### config.mk
export PLATFORM = sky130hd
export DESIGN_NAME = dco_freq_meter
export DESIGN_NICKNAME = d
export VERILOG_FILES = /design/src/rtl/dco_freq_meter.sv
export SDC_FILE = /design/constraint.sdc
export NUM_CORES = 1
export LEC_CHECK = 0
export CELL_PAD_IN_SITES_DETAIL_PLACEMENT = 0
export CELL_PAD_IN_SITES_GLOBAL_PLACEMENT = 1
export CORE_MARGIN = 5
export CORE_UTILIZATION = 32
export CTS_CLUSTER_DIAMETER = 100
export DETAILED_ROUTE_END_ITERATION = 12
export PLACE_DENSITY = 0.64
export RECOVER_POWER = 100
export SETUP_SLACK_MARGIN = 0.3
export SLEW_MARGIN = 20
export SYNTH_ARGS = -nofsm -noshare
export SYNTH_HDL_FRONTEND = slang
export SYNTH_SLANG_ARGS = --single-unit
### constraint.sdc
create_clock -name clk -period 6.5 [get_ports clk]
set_input_delay 1.625 -clock clk [delete_from_list [all_inputs] [get_ports clk]]
set_output_delay 1.625 -clock clk [all_outputs]
set_load 0.01 [all_outputs]
### src/rtl/dco_freq_meter.sv
// Oscillator frequency meter: counts synchronized rising edges of dco_in over a
// programmable window of clk cycles and reports the count with a valid/ack handshake.
module dco_freq_meter #(
    parameter int CNT_W       = 16,
    parameter int GATE_W      = 16,
    parameter int SYNC_STAGES = 2
) (
    input  logic              clk,
    input  logic              rst_n,
    input  logic              ena,
    input  logic              dco_in,
    input  logic              start,
    input  logic [GATE_W-1:0] gate_cycles,
    input  logic              continuous,
    input  logic              ack,
    output logic [CNT_W-1:0]  count,
    output logic              valid,
    output logic              busy,
    output logic              overflow
);

    typedef enum logic [1:0] {
        IDLE,
        SETTLE,
        GATE,
        DONE
    } state_t;

    localparam logic [GATE_W-1:0] GATE_ONE    = GATE_W'(1);
    localparam logic [CNT_W-1:0]  ACC_ONE     = CNT_W'(1);
    localparam logic [GATE_W-1:0] SETTLE_LAST = GATE_W'(SYNC_STAGES - 1);

    state_t                 state_q, state_d;
    logic [SYNC_STAGES-1:0] sync_q, sync_d;
    logic                   edge_q, edge_d;
    logic [CNT_W-1:0]       acc_q, acc_d;
    logic                   ovf_q, ovf_d;
    logic [GATE_W-1:0]      cnt_q, cnt_d;
    logic [GATE_W-1:0]      len_q, len_d;
    logic [CNT_W-1:0]       count_q, count_d;
    logic                   valid_q, valid_d;
    logic                   overflow_q, overflow_d;
    logic                   rise;

    // dco_in enters through a plain flop chain; the last stage feeds the edge detector.
    always_comb begin
        sync_d = {sync_q[SYNC_STAGES-2:0], dco_in};
        edge_d = sync_q[SYNC_STAGES-1];
        rise   = sync_q[SYNC_STAGES-1] & ~edge_q;
    end

    always_comb begin
        state_d    = state_q;
        cnt_d      = cnt_q;
        len_d      = len_q;
        acc_d      = acc_q;
        ovf_d      = ovf_q;
        count_d    = count_q;
        overflow_d = overflow_q;
        valid_d    = valid_q & ~ack;

        if (!ena) begin
            // Abort keeps the last published result; only the live window is dropped.
            state_d = IDLE;
            acc_d   = '0;
            ovf_d   = 1'b0;
        end else begin
            case (state_q)
                IDLE: begin
                    if (start && (gate_cycles != '0)) begin
                        len_d   = gate_cycles;
                        acc_d   = '0;
                        ovf_d   = 1'b0;
                        valid_d = 1'b0;
                        cnt_d   = SETTLE_LAST;
                        state_d = SETTLE;
                    end
                end
                SETTLE: begin
                    // Rises here are stale synchronizer contents and are dropped.
                    if (cnt_q == '0) begin
                        cnt_d   = len_q - GATE_ONE;
                        state_d = GATE;
                    end else begin
                        cnt_d = cnt_q - GATE_ONE;
                    end
                end
                GATE: begin
                    if (rise) begin
                        if (&acc_q) begin
                            ovf_d = 1'b1;
                        end else begin
                            acc_d = acc_q + ACC_ONE;
                        end
                    end
                    if (cnt_q == '0) begin
                        state_d = DONE;
                    end else begin
                        cnt_d = cnt_q - GATE_ONE;
                    end
                end
                DONE: begin
                    count_d    = acc_q;
                    overflow_d = ovf_q;
                    valid_d    = 1'b1;
                    if (continuous) begin
                        // Synchronizer is already primed, so restart straight into GATE.
                        cnt_d   = len_q - GATE_ONE;
                        acc_d   = '0;
                        ovf_d   = 1'b0;
                        state_d = GATE;
                    end else begin
                        state_d = IDLE;
                    end
                end
                default: state_d = IDLE;
            endcase
        end
    end

    always_ff @(posedge clk or negedge rst_n) begin
        if (!rst_n) begin
            state_q    <= IDLE;
            sync_q     <= '0;
            edge_q     <= 1'b0;
            acc_q      <= '0;
            ovf_q      <= 1'b0;
            cnt_q      <= '0;
            len_q      <= '0;
            count_q    <= '0;
            valid_q    <= 1'b0;
            overflow_q <= 1'b0;
        end else begin
            state_q    <= state_d;
            sync_q     <= sync_d;
            edge_q     <= edge_d;
            acc_q      <= acc_d;
            ovf_q      <= ovf_d;
            cnt_q      <= cnt_d;
            len_q      <= len_d;
            count_q    <= count_d;
            valid_q    <= valid_d;
            overflow_q <= overflow_d;
        end
    end

    assign count    = count_q;
    assign valid    = valid_q;
    assign overflow = overflow_q;
    assign busy     = (state_q != IDLE);

endmodule

==> impl_results.md <==
- Status: completed
- Critical path fanouts, max: 12
- Vias: 2877
- Crit path largest cell delay: 1060 ps
- Drt total wl: 8910 um
- CTS resizes: 0
- Fin. Hold Viols: 0
- Endpoints failing setup: 0
- Largest net degree at the start of global routing: 73
- Synth Net Count: 397
- Tightest Hold Check Type: register to register
- Placer Congestion: 0.818
- Post-synthesis cell type count: 44
- Post-DP HPWL: 6250 um
- Worst Tran Pin Value: 1170 ps
- Mux share of post-synthesis cell area: 8.61%
- Clk Latency, worst-skew pair: 330 ps
- WP data required: 6720 ps
- Post-synthesis sequential area ratio: 47.5%
- # IOs: 42
- CTS Buffer Depth: 2
- CTS tree: built
- GR Overflow Total: 0
- Fillers: 1171
- CTS Buf Count: 9
- Setup crit end kind: register
- Startpoint Class: primary input
- Nets: 440
- Reg area: 1800 um^2
- H-tree depth: 3
- Syn Inst Count: 367
- Sinks on Clock Net: 72
- Root Driver: clkbuf_16
- Mapped Area: 3790 um^2
- CP Cell Sequence: dlygate4sd3_1 > or4_1 > o41ai_1 > a22oi_1 > nand2_1 > nor3_1 > a21o_1
- Synth Area in Adders: 2.31%
- DR pass1 iterations: 4
- Detailed-route DRC error count: 0
- Final Instance Area: 4640 um^2
- Global-route usage over all layers: 13.3%
- Leakage: 2.01 nW
- Period utilisation layout: 74.9%
- Fmax: 205 MHz
- WS Path Type: primary input to register
- Share of layout cells above drive strength 1: 13.0%
- Worst path buffer plus inverter count: 1
- First-pass GRT wire length: 15300 um
- Vias in the first global route: 2952
- Clock transition at path regs: 50 ps
- DR iter-0 viols: 147
- Main combinational cell family by area after synthesis: simple AND/OR/NAND/NOR gates
- Number of antenna diodes: 0
- Synth Warn #: 0
- Die height: 119 um
- Initial Utilization: 33.0%
- Synth Area per Inst: 10.3 um^2
- Slew margin rel.: 20.9%
- Core area: 11500 um^2
- Power Density: 428 nW/um^2
- CP delay by family, top: compound AO/OA/AOI/OAI gates
- Die Wd: 119 um
- ANT nets after route: 0
- Ys async rst share: 100%
- Routed WL per cell: 16.0 um
- Setup_tns: 0 ps
- Placed cell areas: 4360 um^2
- Simple-Gate Fraction of Synth Area: 17.9%
- RSZ-0062 raised after global routing: false
- Die Area: 14100 um^2
- Synth Area in XOR/XNOR: 6.23%
- PortBufs: 41
- Num rows: 39
- Yosys reg bits: 72
- Minimum clock period: 4870 ps
- Max IR drop VDD: 0.142 mV
- Initial antenna violation count: 0
- CTS Hold Bufs: 0
- Synth Flop Type: dfrtp_1
- Area of the multi-input gates: 1860 um^2
- Layout Skew: 4.99 ps
- MaxCap Viol Count: 0
- Arr. time, crit path: 5090 ps
- Slew Viols, Final: 0
- Compound-Gate Fraction of Synth Area: 14.7%
- Area Growth Syn to Fin: 22.3%
- Post-synth EDFFs: 0
- Vias per cell: 5.16
- CP max stage cell: o41ai_1
- Setup Buffers After CTS: 0
==> kinds of logic (layout without fill, tap and decap cells) <==
| group | after synthesis | in the layout |
|---|---|---|
| AOI/OAI and AO/OA | 76 | 76 |
| xor gates and xnor gates | 27 | 27 |
| adders and majority gates | 7 | 7 |
| buffers and inverters | 27 | 75 |
| DFF | 72 | 72 |
| muxes | 29 | 29 |
| and+or+nand+nor | 129 | 129 |
==> sequential cells by signal (all words and copies together), names as in the netlist <==
signal	flops
acc_q	16
cnt_q	16
count	16
edge_q	1
len_q	16
overflow	1
ovf_q	1
state_q	2
sync_q	2
valid	1
==> final cells by class <==
cell class                 instances  share of cell area, %
clock inverter                     4                   1.13
timing repair buffer              46                   9.46
multi-input combinational        268                   40.1
clock buffer                      12                   5.53
sequential                        72                   38.8
tap                              143                   3.86
inverter                          13                   1.05
==> per-stage QoR <==
stage	instances	power (W)	hold slack [ps]	util [%]	worst slack [ps]
final	558	0.00199	346	40.3	1630
after global routing	558	0.00215	349	40.3	1480
after CTS	558	0.00202	348	40.5	2380
after detailed placement	542	0.00150	335	37.9	2030
after global placement	542	0.00150	336	37.9	2130
after floorplan	367	0.00127	331	-	2970
==> placed cells by master, fill, tap and decap left out, types with 2 or more instances in the layout <==
cell type,instances
mux2_2,29
clkinvlp_4,3
nand4_1,11
nand3_1,11
o21ai_0,19
clkbuf_8,2
o31ai_1,4
a211oi_1,2
a21o_1,3
and2_1,2
buf_4,4
clkbuf_16,9
xor2_1,12
nor3_1,12
a211o_1,2
ha_1,7
and3_1,2
and2_0,2
nor2b_1,2
nor2_1,29
nand3b_1,2
clkdlybuf4s50_1,18
o22ai_1,8
nand2_1,23
o211ai_1,2
o32ai_1,6
or2_2,3
clkbuf_1,2
nor4_1,5
dlygate4sd3_1,22
nor3b_1,2
nand2b_1,4
xnor2_1,15
inv_1,13
a22o_1,15
dfrtp_1,72
or3_1,5
a21oi_1,8
or4_1,12
==> metal layers <==
| layer | routed length [um] | GRT usage (%) |
|---|---|---|
| met5 | 0 | 0 |
| met4 | 219 | 6.88 |
| met3 | 275 | 1.85 |
| met2 | 3620 | 18.3 |
| met1 | 4790 | 20.0 |
==> path summary, 6_finish.rpt <==
| check | from | endpoint | slack, ps | cells after the start |
|---|---|---|---|---|
| worst max-delay path | gate_cycles[1] | acc_q[0]$_DFFE_PN0P_ | 1630 | 7 |
| worst min-delay path | sync_q[0]$_DFF_PN0_ | sync_q[1]$_DFF_PN0_ | 350 | 0 |
| min in group asynchronous | rst_n | len_q[4]$_DFFE_PN0P_ | 1510 | 2 |
| max in group asynchronous | rst_n | cnt_q[13]$_DFFE_PN0P_ | 4380 | 2 |
| worst max register to register | state_q[0]$_DFFE_PN0P_ | acc_q[9]$_DFFE_PN0P_ | 3240 | 8 |
| worst min register to register | sync_q[0]$_DFF_PN0_ | sync_q[1]$_DFF_PN0_ | 350 | 0 |
==> synthesized netlist by cell type, types with 3 or more instances <==
library cell	number	area, um^2
nand2_1	23	86.3
mux2_2	29	327
inv_1	13	48.8
nand4_1	11	68.8
xnor2_1	15	131
nor3_1	12	60.1
dfrtp_1	72	1800
buf_2	3	15.0
nor2_1	29	109
a22o_1	15	131
clkbuf_1	11	41.3
o22ai_1	8	50.1
or4_1	11	82.6
o31ai_1	4	30.0
and2_1	3	18.8
a21oi_1	8	40.0
o21ai_0	19	95.1
nor4_1	5	31.3
xor2_1	12	105
a21o_1	3	22.5
nand2b_1	4	25.0
nand3_1	11	55.1
ha_1	7	87.6
or2_2	3	18.8
o32ai_1	6	52.6
or3_1	5	31.3
==> power breakdown <==
group / switching (W) / leakage, nW / internal, W
Sequential: 0.000125 / 0.958 / 0.000555
Clock: 0.000187 / 0.141 / 0.000318
Combinational: 0.000457 / 0.911 / 0.000344
Total: 0.000769 / 2.01 / 0.00122
Note: power is estimated with default switching activity, not from simulation.
